<file path="config.mk">
export PLATFORM = sky130hd
export DESIGN_NAME = snap_capture_ctrl
export DESIGN_NICKNAME = d
export VERILOG_FILES = /design/src/rtl/snap_capture_ctrl.sv
export SDC_FILE = /design/constraint.sdc
export NUM_CORES = 1
export LEC_CHECK = 0
export BUFFER_PORTS_ARGS = -buffer_cell sky130_fd_sc_hd__buf_2
export CAP_MARGIN = 20
export CORE_MARGIN = 2
export CORE_UTILIZATION = 52
export CTS_CLUSTER_SIZE = 24
export DETAILED_ROUTE_END_ITERATION = 12
export PLACE_DENSITY_LB_ADDON = 0.12
export SETUP_SLACK_MARGIN = 0.4
export SYNTH_ARGS = -nofsm -noshare
export SYNTH_HDL_FRONTEND = slang
export SYNTH_SLANG_ARGS = --single-unit
</file>
<file path="constraint.sdc">
create_clock -name clk -period 14.38 [get_ports clk]
set_input_delay 2.876 -clock clk [delete_from_list [all_inputs] [get_ports clk]]
set_output_delay 2.876 -clock clk [all_outputs]
set_load 0.05 [all_outputs]
</file>
<file path="src/rtl/snap_capture_ctrl.sv">
// Snapshot capture controller: drives the write port of a snapshot BRAM in one-shot
// or circular pre-trigger mode and reports trigger/last addresses for buffer unwrap.
module snap_capture_ctrl #(
  parameter int DATA_WIDTH = 128,
  parameter int ADDR_WIDTH = 10,
  parameter bit USE_VALID  = 1'b1
) (
  input  logic                  clk,
  input  logic                  rst,
  input  logic                  arm,
  input  logic                  circ,
  input  logic                  trig,
  input  logic [ADDR_WIDTH-1:0] post_len,
  input  logic [DATA_WIDTH-1:0] din,
  input  logic                  din_valid,
  output logic                  bram_we,
  output logic                  bram_en_a,
  output logic [ADDR_WIDTH-1:0] bram_addr,
  output logic [DATA_WIDTH-1:0] bram_wr_data,
  output logic                  busy,
  output logic                  done,
  output logic [ADDR_WIDTH-1:0] trig_addr,
  output logic [ADDR_WIDTH-1:0] last_addr
);

  typedef enum logic [1:0] {S_IDLE, S_ARMED, S_CAPTURE, S_DONE} state_t;

  state_t                state_q, state_d;
  logic                  circ_q, circ_d;
  logic [ADDR_WIDTH-1:0] post_len_q, post_len_d;
  logic [ADDR_WIDTH-1:0] ptr_q, ptr_d;
  logic [ADDR_WIDTH-1:0] remain_q, remain_d;
  logic [ADDR_WIDTH-1:0] trig_addr_q, trig_addr_d;
  logic [ADDR_WIDTH-1:0] last_addr_q, last_addr_d;
  logic                  we_q, we_d;
  logic [ADDR_WIDTH-1:0] addr_q, addr_d;
  logic [DATA_WIDTH-1:0] data_q, data_d;
  logic                  busy_q, busy_d;
  logic                  done_q, done_d;
  logic                  qual;

  assign qual = !USE_VALID || din_valid;

  always_comb begin
    state_d     = state_q;
    circ_d      = circ_q;
    post_len_d  = post_len_q;
    ptr_d       = ptr_q;
    remain_d    = remain_q;
    trig_addr_d = trig_addr_q;
    last_addr_d = last_addr_q;
    we_d        = 1'b0;
    addr_d      = addr_q;
    data_d      = data_q;

    // arm wins over everything, including a sample arriving in the same cycle
    if (arm) begin
      state_d    = S_ARMED;
      circ_d     = circ;
      post_len_d = post_len;
      ptr_d      = '0;
    end else begin
      case (state_q)
        S_ARMED: begin
          if (qual && (circ_q || trig)) begin
            we_d   = 1'b1;
            addr_d = ptr_q;
            data_d = din;
            ptr_d  = ptr_q + ADDR_WIDTH'(1);
            if (trig) begin
              trig_addr_d = ptr_q;
              if (circ_q && post_len_q == '0) begin
                last_addr_d = ptr_q;
                state_d     = S_DONE;
              end else begin
                // one-shot fills the whole buffer: trigger sample plus 2**ADDR_WIDTH-1 more
                remain_d = circ_q ? post_len_q : '1;
                state_d  = S_CAPTURE;
              end
            end
          end
        end
        S_CAPTURE: begin
          if (qual) begin
            we_d     = 1'b1;
            addr_d   = ptr_q;
            data_d   = din;
            ptr_d    = ptr_q + ADDR_WIDTH'(1);
            remain_d = remain_q - ADDR_WIDTH'(1);
            if (remain_q == ADDR_WIDTH'(1)) begin
              last_addr_d = ptr_q;
              state_d     = S_DONE;
            end
          end
        end
        default: ;
      endcase
    end

    busy_d = (state_d == S_ARMED) || (state_d == S_CAPTURE);
    done_d = (state_d == S_DONE);
  end

  always_ff @(posedge clk or posedge rst) begin
    if (rst) begin
      state_q     <= S_IDLE;
      circ_q      <= 1'b0;
      post_len_q  <= '0;
      ptr_q       <= '0;
      remain_q    <= '0;
      trig_addr_q <= '0;
      last_addr_q <= '0;
      we_q        <= 1'b0;
      addr_q      <= '0;
      data_q      <= '0;
      busy_q      <= 1'b0;
      done_q      <= 1'b0;
    end else begin
      state_q     <= state_d;
      circ_q      <= circ_d;
      post_len_q  <= post_len_d;
      ptr_q       <= ptr_d;
      remain_q    <= remain_d;
      trig_addr_q <= trig_addr_d;
      last_addr_q <= last_addr_d;
      we_q        <= we_d;
      addr_q      <= addr_d;
      data_q      <= data_d;
      busy_q      <= busy_d;
      done_q      <= done_d;
    end
  end

  assign bram_we      = we_q;
  assign bram_en_a    = we_q;
  assign bram_addr    = addr_q;
  assign bram_wr_data = data_q;
  assign busy         = busy_q;
  assign done         = done_q;
  assign trig_addr    = trig_addr_q;
  assign last_addr    = last_addr_q;

endmodule

</file>
==> results_dict.tcl, run 1 <==
set metrics [dict create \
    slew_headroom 0.3801 \
    cts_tree "yes" \
    tns_ns 0 \
    power_uw 2740 \
    dieArea_sq_um 16010 \
    p_leak_uw 0.004929 \
    finalNetCount 981 \
    crit_chain "buf_2 > nor2_1 > nand2_1 > a21oi_4 > buf_4 > mux2_2" \
    gr-usage-all-layers 0.2403 \
    cp_slowest_cell "buf_4" \
    numCtsBuffers 17 \
    io_buffer_count 305 \
    cap_violations 0 \
    syn_nets 679 \
    clk_path_buf_depth 2 \
    core-area_sq_um 14590 \
    path_buf_inv 2 \
    syn_to_final_growth_pct 29.50 \
    synthFlopType "dfrtp_1" \
    cts.sinks 194 \
    grt_setup_unrepaired "false" \
    cp-end-kind "flop" \
    synth_top_family_by_area "multiplexers" \
    slowest_delay_ns 0.73 \
    synth_compound_area_frac 0.05002 \
    arrival_ns 5.01 \
    vias_per_cell 5.349 \
    tightest_slew_ns 0.9298 \
    drt-initial-drc-count 375 \
    die_y_um 126.5 \
    yosysUniqueCellTypes 43 \
    grt_pass1_vias 5941 \
    regArea_sq_um 4855 \
    n_fill_cell 1057 \
    required_ns 14.69 \
    cts.clk_slew.worst_paths_ns 0.07 \
    drive_above_1_share 0.6133 \
    ant_nets 0 \
    max_freq_ghz 0.2130 \
    insertion_delay_ns 0.43 \
    layout_commonest_cell "buf_2" \
    grt_pass1_wl_mm 30.24 \
    layout_common_cells "buf_2, dfrtp_1, mux2_2" \
    synth_cells 528 \
    synth_xor_area_frac 0.004489 \
    rows 44 \
    synth_largest_area_cell "dfrtp_1" \
    cp_top_family "buffers and inverters" \
    hold_viol 0 \
    crit_type "primary input to flop" \
    routed_wire_length_per_instance_um 18.30 \
    multiInputGateArea_sq_um 2813 \
    power.density_nw_per_um2 271.1 \
    async_flop_share 1.000 \
    synthAdderAreaFrac 0.01122 \
    finalClockSkew_ns 0.01035 \
    initial_core_util 0.5350 \
    drv_slew 0 \
    cts-root-buf "clkbuf_16" \
    ys_ff_latch 194 \
    synth_top_area_frac 0.6220 \
    cts_setup_buffers 0 \
    wirelength_mm 18.80 \
    drc_errors 0 \
    status "finished clean" \
    grt_max_degree 126 \
    hpwlAfterDp_mm 13.54 \
    post-route-util 0.6928 \
    synthMuxAreaShare 0.2477 \
    fin_crit_sh 0.3265 \
    ys_warn_count 0 \
    dp_cells 995 \
    cts.repair.resized 0 \
    overflow 0 \
    setup_viol 0 \
    period_needed_ns 4.696 \
    routabilityCongestion 0.8041 \
    diodes 0 \
    yosys-top-cells-area "dfrtp_1, mux2_2, ha_1, buf_2, a2bb2oi_1" \
    synthesis.area_sq_um 7805 \
    max-vdd-ir-drop_mv 0.1716 \
    antenna_found_initial 0 \
    crit_path_start_kind "primary input" \
    synthSimpleGateAreaFrac 0.04553 \
    hold_path_class "flop to flop" \
    synth_edf_count 0 \
    die_w_um 126.5 \
    critPathMaxFanout 74 \
    num_io_pins 306 \
    yosysSeqAreaShare 0.6220 \
    syn_avg_cell_area_sq_um 14.78 \
    firstDrtPassIters 4 \
    vias 5493 \
    cts_hold_buf 0 \
    htreeDepth 4 \
    fin_cells 1027 \
]
## final timing paths
kind	startpoint	end	slack, ns	cells after the start
hold reg to reg	bram_wr_data[36]$_DFFE_PP0P_	bram_wr_data[36]$_DFFE_PP0P_	0.50	1
hold / removal	bram_wr_data[36]$_DFFE_PP0P_	bram_wr_data[36]$_DFFE_PP0P_	0.50	1
setup / recovery	arm	bram_wr_data[126]$_DFFE_PP0P_	9.68	6
min in group asynchronous	rst	bram_wr_data[0]$_DFFE_PP0P_	2.60	2
setup reg to reg	state_q[0]$_DFF_PP0_	bram_wr_data[126]$_DFFE_PP0P_	11.46	7
max in group asynchronous	rst	last_addr[7]$_DFFE_PP0P_	10.33	3
## power by group
| part | leakage, uW | internal (uW) | switching [uW] | total, uW |
|---|---|---|---|---|
| Sequential | 0.00236 | 758 | 115 | 874 |
| Combinational | 0.00227 | 395 | 973 | 1370 |
| Clock | 0.000304 | 280 | 219 | 499 |
## routing by layer
layer / routed length (um) / global-route usage
met1: 7242 / 0.2812
met5: 0 / 0
met2: 9760 / 0.4196
met4: 394 / 0.07951
met3: 1402 / 0.07718
## registers in the layout, summed over array words and instances, names as in the netlist
register,flops
busy,1
bram_en_a,1
circ_q,1
ptr_q,10
last_addr,10
trig_addr,10
state_q,2
done,1
post_len_q,10
remain_q,10
bram_wr_data,128
bram_addr,10
## per-stage QoR
| step | setup slack [ns] | instance area [sq um] | hold WS (ns) |
|---|---|---|---|
| after floorplan | 6.220 | 7805 | 0.4853 |
| after global placement | 9.327 | 9488 | 0.4836 |
| after detailed placement | 9.269 | 9488 | 0.4902 |
| after CTS | 9.712 | 10110 | 0.5074 |
| after global routing | 9.500 | 10110 | 0.5175 |
| final | 9.684 | 10110 | 0.5017 |
## synthesized netlist by cell type (all sizes together), types with 3 or more instances
master / count
or3: 8
or4: 5
mux2i: 3
nor3: 4
o21ai: 10
nand3: 6
a21oi: 9
buf: 16
xor2: 4
a2bb2oi: 7
o22ai: 5
mux2: 169
and2: 3
o211ai: 3
clkbuf: 9
ha: 7
nand2: 12
inv: 9
dfrtp: 194
nor2: 15
a221oi: 6
## logic make-up (layout without fill, tap and decap cells)
| kind of cell | Yosys count | after routing |
|---|---|---|
| AOI/OAI and AO/OA | 52 | 52 |
| xor gates and xnor gates | 4 | 4 |
| adders and majority gates | 7 | 7 |
| buffers and inverters | 34 | 349 |
| DFF | 194 | 194 |
| muxes | 172 | 172 |
| and+or+nand+nor | 65 | 65 |
## layout make-up
cell class              count  area share
clock buffers              17     0.04209
clock inverters            15     0.01919
inverters                   9    0.004085
multi-input cells         300      0.2783
flip-flops and latches    194      0.4803
well taps                 184     0.02278
repair buffers            308      0.1533
(Power assumes the default switching activity.)
==> run 2, diff against run 1 <==
ABC_AREA = 1   (was unset)
CORE_UTILIZATION = 50   (was 52)
clock period = 4.71 ns   (was 14.38 ns; I/O delays follow)
==> results_dict.tcl, run 2 <==
set metrics [dict create \
    cts.clk_slew.worst_paths_ns 0.07 \
    overflow 0 \
    ant_nets 0 \
    yosysUniqueCellTypes 31 \
    synth_cells 947 \
    core-area_sq_um 17240 \
    dieArea_sq_um 18660 \
    initial_core_util 0.5099 \
    finalNetCount 1387 \
    cts.sinks 194 \
    synthFlopType "dfrtp_1" \
    period_needed_ns 2.546 \
    cts-root-buf "clkbuf_16" \
    crit_path_start_kind "flop" \
    routed_wire_length_per_instance_um 13.65 \
    cts.repair.resized 0 \
    layout_common_cells "buf_2, nand2_1, dfrtp_1" \
    fin_crit_sh 0.5405 \
    synth_compound_area_frac 0.1691 \
    hold_viol 0 \
    post-route-util 0.6330 \
    synthSimpleGateAreaFrac 0.1455 \
    die_y_um 136.6 \
    async_flop_share 1.000 \
    gr-usage-all-layers 0.2146 \
    slew_headroom 0.5088 \
    required_ns 5.07 \
    design_area_sq_um 10910 \
    crit_type "flop to flop" \
    numCtsBuffers 17 \
    grt_max_degree 99 \
    ys_ff_latch 194 \
    cts_setup_buffers 0 \
    power.density_nw_per_um2 783.9 \
    switching_share 0.5104 \
    max_freq_ghz 0.3928 \
    synth_edf_count 0 \
    synth_most_common_cell "nand2_1" \
    htreeDepth 4 \
    firstDrtPassIters 4 \
    synthesis.area_sq_um 8790 \
    place_area_sq_um 10310 \
    cap_violations 0 \
    holdPathStages 2 \
    status "finished clean" \
    grt_pass1_vias 6456 \
    insertion_delay_ns 0.43 \
    tns_ns 0 \
    cts_tree "yes" \
    synth_largest_area_cell "dfrtp_1" \
    finalClockSkew_ns 0.008719 \
    vias_per_cell 4.639 \
    arrival_ns 2.90 \
    yosys-top-cells-area "dfrtp_1, o21ai_2, nand2_1, inv_1, o21ai_0" \
    cts_hold_buf 0 \
    sequentialPowerShare 0.309 \
    synth_common_cells "nand2_1, dfrtp_1, inv_1" \
    p_leak_uw 0.006126 \
    die_w_um 136.6 \
    synthMuxAreaShare 0 \
    tightest_slew_ns 0.7369 \
    grt_pass1_wl_mm 31.52 \
    cp-end-kind "flop" \
    routabilityCongestion 0.8107 \
    vias 6842 \
    hold_path_class "flop to flop" \
    n_fill_cell 1535 \
    rows 48 \
    drive_above_1_share 0.3774 \
    critPathMaxFanout 73 \
    synthAdderAreaFrac 0.009964 \
    synth_xor_area_frac 0.002989 \
    io_buffer_count 305 \
    wirelength_mm 20.14 \
    max-vdd-ir-drop_mv 0.4437 \
    p_clk_frac 0.170 \
    setup_viol 0 \
    power_frac_comb 0.521 \
    syn_avg_cell_area_sq_um 9.282 \
    drt-initial-drc-count 280 \
    syn_nets 1098 \
    hpwlAfterDp_mm 14.94 \
    internal_power_uw 4187 \
    grt_setup_unrepaired "false" \
    drc_errors 0 \
    num_io_pins 306 \
    rr_worst_depth 7 \
    ys_warn_count 0 \
    largest_reg_flops 128 \
    p_switching_uw 4365 \
    layout_commonest_cell "buf_2" \
    antenna_found_initial 2 \
    place_ws_ns 1.856 \
    yosysSeqAreaShare 0.5523 \
    synth_top_area_frac 0.5523 \
    clk_path_buf_depth 2 \
    setup_slack_ns 2.164 \
    syn_to_final_growth_pct 24.13 \
    drv_slew 0 \
    synth_top_family_by_area "compound AO/OA/AOI/OAI gates" \
]
-- run 2: cell count changes after synthesis, moves of 30 or more --
cell,previous run,this run
mux2_2,169,0
inv_1,9,173
buf_6,0,30
o21ai_0,10,69
nand2_1,12,253
o21ai_2,0,111
-- run 2: power groups by stage --
stage	registers [uW]	logic (uW)	clock network (uW)
floorplan	4590	1740	0
global placement	2660	4440	0
detailed placement	2660	4510	0
CTS	2650	4500	1490
global route	2730	4800	1560
finish	2640	4450	1460
-- run 2: per-layer routing --
metal,share of wire,up-vias,track usage,wire length (um)
met4,0.023,0,0.08507,456
met2,0.48,222,0.3558,9598
li1,-,3511,-,-
met1,0.42,3074,0.2680,8427
met3,0.082,35,0.05630,1654
met5,0,-,0,0
-- run 2: final timing paths --
check,startpoint,endpoint,slack (ns)
min,bram_wr_data[76]$_DFFE_PP0P_,bram_wr_data[76]$_DFFE_PP0P_,0.47
max in group asynchronous,rst,bram_wr_data[13]$_DFFE_PP0P_,3.59
min in group asynchronous,rst,bram_wr_data[102]$_DFFE_PP0P_,0.66
min reg2reg,bram_wr_data[76]$_DFFE_PP0P_,bram_wr_data[76]$_DFFE_PP0P_,0.47
max reg2reg,state_q[0]$_DFF_PP0_,bram_wr_data[95]$_DFFE_PP0P_,2.16
max,state_q[0]$_DFF_PP0_,bram_wr_data[95]$_DFFE_PP0P_,2.16
-- run 2: area by class of cell --
class                           instances  area [sq um]  share of cell area
Antenna cell                            2         5.005           0.0004587
Clock buffer                           21         470.5             0.04312
Clock inverter                         10         123.9             0.01135
Inverter                              176         666.9             0.06112
Multi-Input combinational cell        535          2879              0.2639
Sequential cell                       194          4855              0.4450
Tap cell                              225         281.5             0.02580
Timing Repair Buffer                  312          1629              0.1493
-- run 2: cells by family (layout without fill, tap and decap cells) --
kind of cell	count (synthesis)	in the layout
AND/OR/NAND/NOR	315	315
adder cells (fa/ha/maj)	7	7
other	0	2
buffers and inverters	218	519
XOR/XNOR	3	3
AO/OA/AOI/OAI	210	210
flip-flops	194	194
-- run 2: worst max-delay path, cell delays in order (launching register included) --
cell and delay [ns]:
dfrtp_1 0.42, inv_1 0.11, ha_1 0.55, nand2_2 0.15, nand3_4 0.57, buf_12 0.41, nand2_1 0.13, o21ai_2 0.07
-- run 2: per-stage QoR --
stage / total power (uW) / hold WS, ns / instances
3_3_place_gp: 7095 / 0.4597 / 1442
5_1_grt: 9084 / 0.4873 / 1475
4_1_cts: 8642 / 0.4774 / 1473
6_report: 8552 / 0.4731 / 1475
2_1_floorplan: 6326 / 0.4426 / 947
3_5_place_dp: 7171 / 0.4629 / 1442
==> run 3, diff against run 2 <==
CORE_UTILIZATION = 45   (was 50)
clock period = 2 ns   (was 4.71 ns; I/O delays follow)
==> results_dict.tcl, run 3 (synthesis results as in run 2) <==
set metrics [dict create \
    numCtsBuffers 17 \
    grt_setup_unrepaired "true" \
    reg2reg_from "state_q[0]$_DFF_PP0_" \
    crit_path_start_kind "flop" \
    r2r_setup_slack_ns 0.32 \
    fin_crit_sh 0.8392 \
    grt_pass1_vias 6478 \
    wirelength_mm 23.14 \
    antenna_found_initial 1 \
    initial_core_util 0.4546 \
    num_io_pins 306 \
    layout_common_cells "buf_2, nand2_1, dfrtp_1" \
    clk_path_buf_depth 2 \
    drv_slew 0 \
    layout_commonest_cell "buf_2" \
    slowest_delay_ns 0.43 \
    arrival_ns 2.00 \
    drive_above_1_share 0.4299 \
    critPathMaxFanout 28 \
    fin_cells 1564 \
    crit_chain "inv_4 > ha_4 > nor2_4 > nand3_4 > buf_12 > buf_16 > nand2_1 > o21ai_2" \
    routed_wire_length_per_instance_um 14.80 \
    cap_violations 0 \
    syn_to_final_growth_pct 35.71 \
    required_ns 2.32 \
    cts-root-buf "clkbuf_16" \
    dp_cells 1497 \
    hold_viol 0 \
    die_w_um 143.8 \
    crit_path_end "bram_wr_data[121]$_DFFE_PP0P_" \
    overflow 0 \
    p_leak_uw 0.006577 \
    tightest_slew_ns 0.5986 \
    drc_errors 0 \
    rr_worst_depth 8 \
    firstDrtPassIters 7 \
    insertion_delay_ns 0.43 \
    r2r_end "bram_wr_data[121]$_DFFE_PP0P_" \
    setup_viol 0 \
    gr-usage-all-layers 0.2071 \
    multiInputGateArea_sq_um 3070 \
    crit_type "flop to flop" \
    grt_max_degree 76 \
    routabilityCongestion 0.8065 \
    cts.sinks 194 \
    vias_per_cell 4.630 \
    slew_headroom 0.6010 \
    ant_nets 0 \
    cts_tree "yes" \
    io_buffer_count 305 \
    die_y_um 143.8 \
    htreeDepth 4 \
    hold_path_class "primary input to asynchronous set/reset pin" \
    dieArea_sq_um 20670 \
    regArea_sq_um 4857 \
    power.density_nw_per_um2 1855 \
    largest_reg_flops 128 \
    core-area_sq_um 19330 \
    hpwlAfterDp_mm 16.22 \
    vias 7242 \
    n_fill_cell 1746 \
    max-vdd-ir-drop_mv 0.8505 \
    grt_pass1_wl_mm 33.22 \
    drt-initial-drc-count 380 \
    cp-end-kind "flop" \
    finalClockSkew_ns 0.01189 \
    cp_slowest_cell "dfrtp_2" \
    period_needed_ns 1.678 \
    finalNetCount 1436 \
    cts.clk_slew.worst_paths_ns 0.07 \
    post-route-util 0.6170 \
    crit_start "state_q[0]$_DFF_PP0_" \
    rows 51 \
    status "finished clean" \
    max_freq_ghz 0.5958 \
]
==> run 3: cell count changes in the layout (fill, tap and decap cells not counted), sizes merged, moves of 2 or more <==
cell | before | now
buf | 312 | 347
bufbuf | 0 | 2
bufinv | 2 | 0
clkbuf | 21 | 28
clkinv | 4 | 7
inv | 178 | 181
==> run 3: critical path: cells and delay by family (launching register included) <==
kind                     cells  cell delay, ns
AO/OA/AOI/OAI                1            0.05
adder cells (fa/ha/maj)      1            0.22
buffers and inverters        3            0.47
flip-flops                   1            0.43
AND/OR/NAND/NOR              3            0.39
==> run 3: cell type report <==
class / instances / share of cell area
repair buffers: 359 / 0.2014
diodes: 1 / 0.0002098
clock buffers: 18 / 0.03682
flip-flops and latches: 194 / 0.4072
well taps: 265 / 0.02780
inverters: 176 / 0.05653
multi-input cells: 536 / 0.2574
repair inverters: 1 / 0.0007342
clock inverters: 14 / 0.01196
==> run 3: timing repair <==
action                                 CTS  global route
setup endpoints to repair              151           168
hold buffers                             0             0
pin swaps                                2             5
endpoints found under the hold margin    0             0
buffers inserted                         5            11
resized for setup                       18            60
gates cloned                             4            14
==> run 3: where the power goes <==
group	total (uW)	internal, uW	leakage [uW]	switching (uW)
Clock	3310	1690	0.000279	1610
Combinational	12500	3870	0.00384	8650
Sequential	6300	5430	0.00245	870
==> run 3: stage by stage <==
step	setup slack (ns)	area (sq um)	setup TNS [ns]	hold WS (ns)	total power, uW
global placement	0.2201	10570	0	0.4586	17150
floorplan	-0.9044	8813	-175.46	0.4426	14940
CTS	0.3516	11380	0	0.1333	21200
global route	0.2091	11930	0	0.1477	23390
detailed placement	0.1733	10570	0	0.4595	17300
finish	0.3217	11930	0	0.1159	22130
==> run 3: how the worst min path moves through the flow <==
stage	startpoint	end	slack, ns	cells after the start
floorplan	post_len_q[0]$_DFFE_PP0P_	post_len_q[0]$_DFFE_PP0P_	0.44	2
global route	rst	bram_wr_data[87]$_DFFE_PP0P_	0.15	3
global placement	bram_wr_data[38]$_DFFE_PP0P_	bram_wr_data[38]$_DFFE_PP0P_	0.46	2
CTS	rst	bram_wr_data[87]$_DFFE_PP0P_	0.13	3
detailed placement	post_len_q[0]$_DFFE_PP0P_	post_len_q[0]$_DFFE_PP0P_	0.46	2
finish	rst	bram_wr_data[82]$_DFFE_PP0P_	0.12	3
==> run 3: per-layer routing <==
| metal | up-vias | global-route usage | routed length [um] |
|---|---|---|---|
| met4 | 0 | 0.08359 | 617 |
| met1 | 3366 | 0.2605 | 9664 |
| li1 | 3612 | - | - |
| met3 | 39 | 0.04265 | 1245 |
| met5 | - | 0 | 0 |
| met2 | 225 | 0.3496 | 11610 |
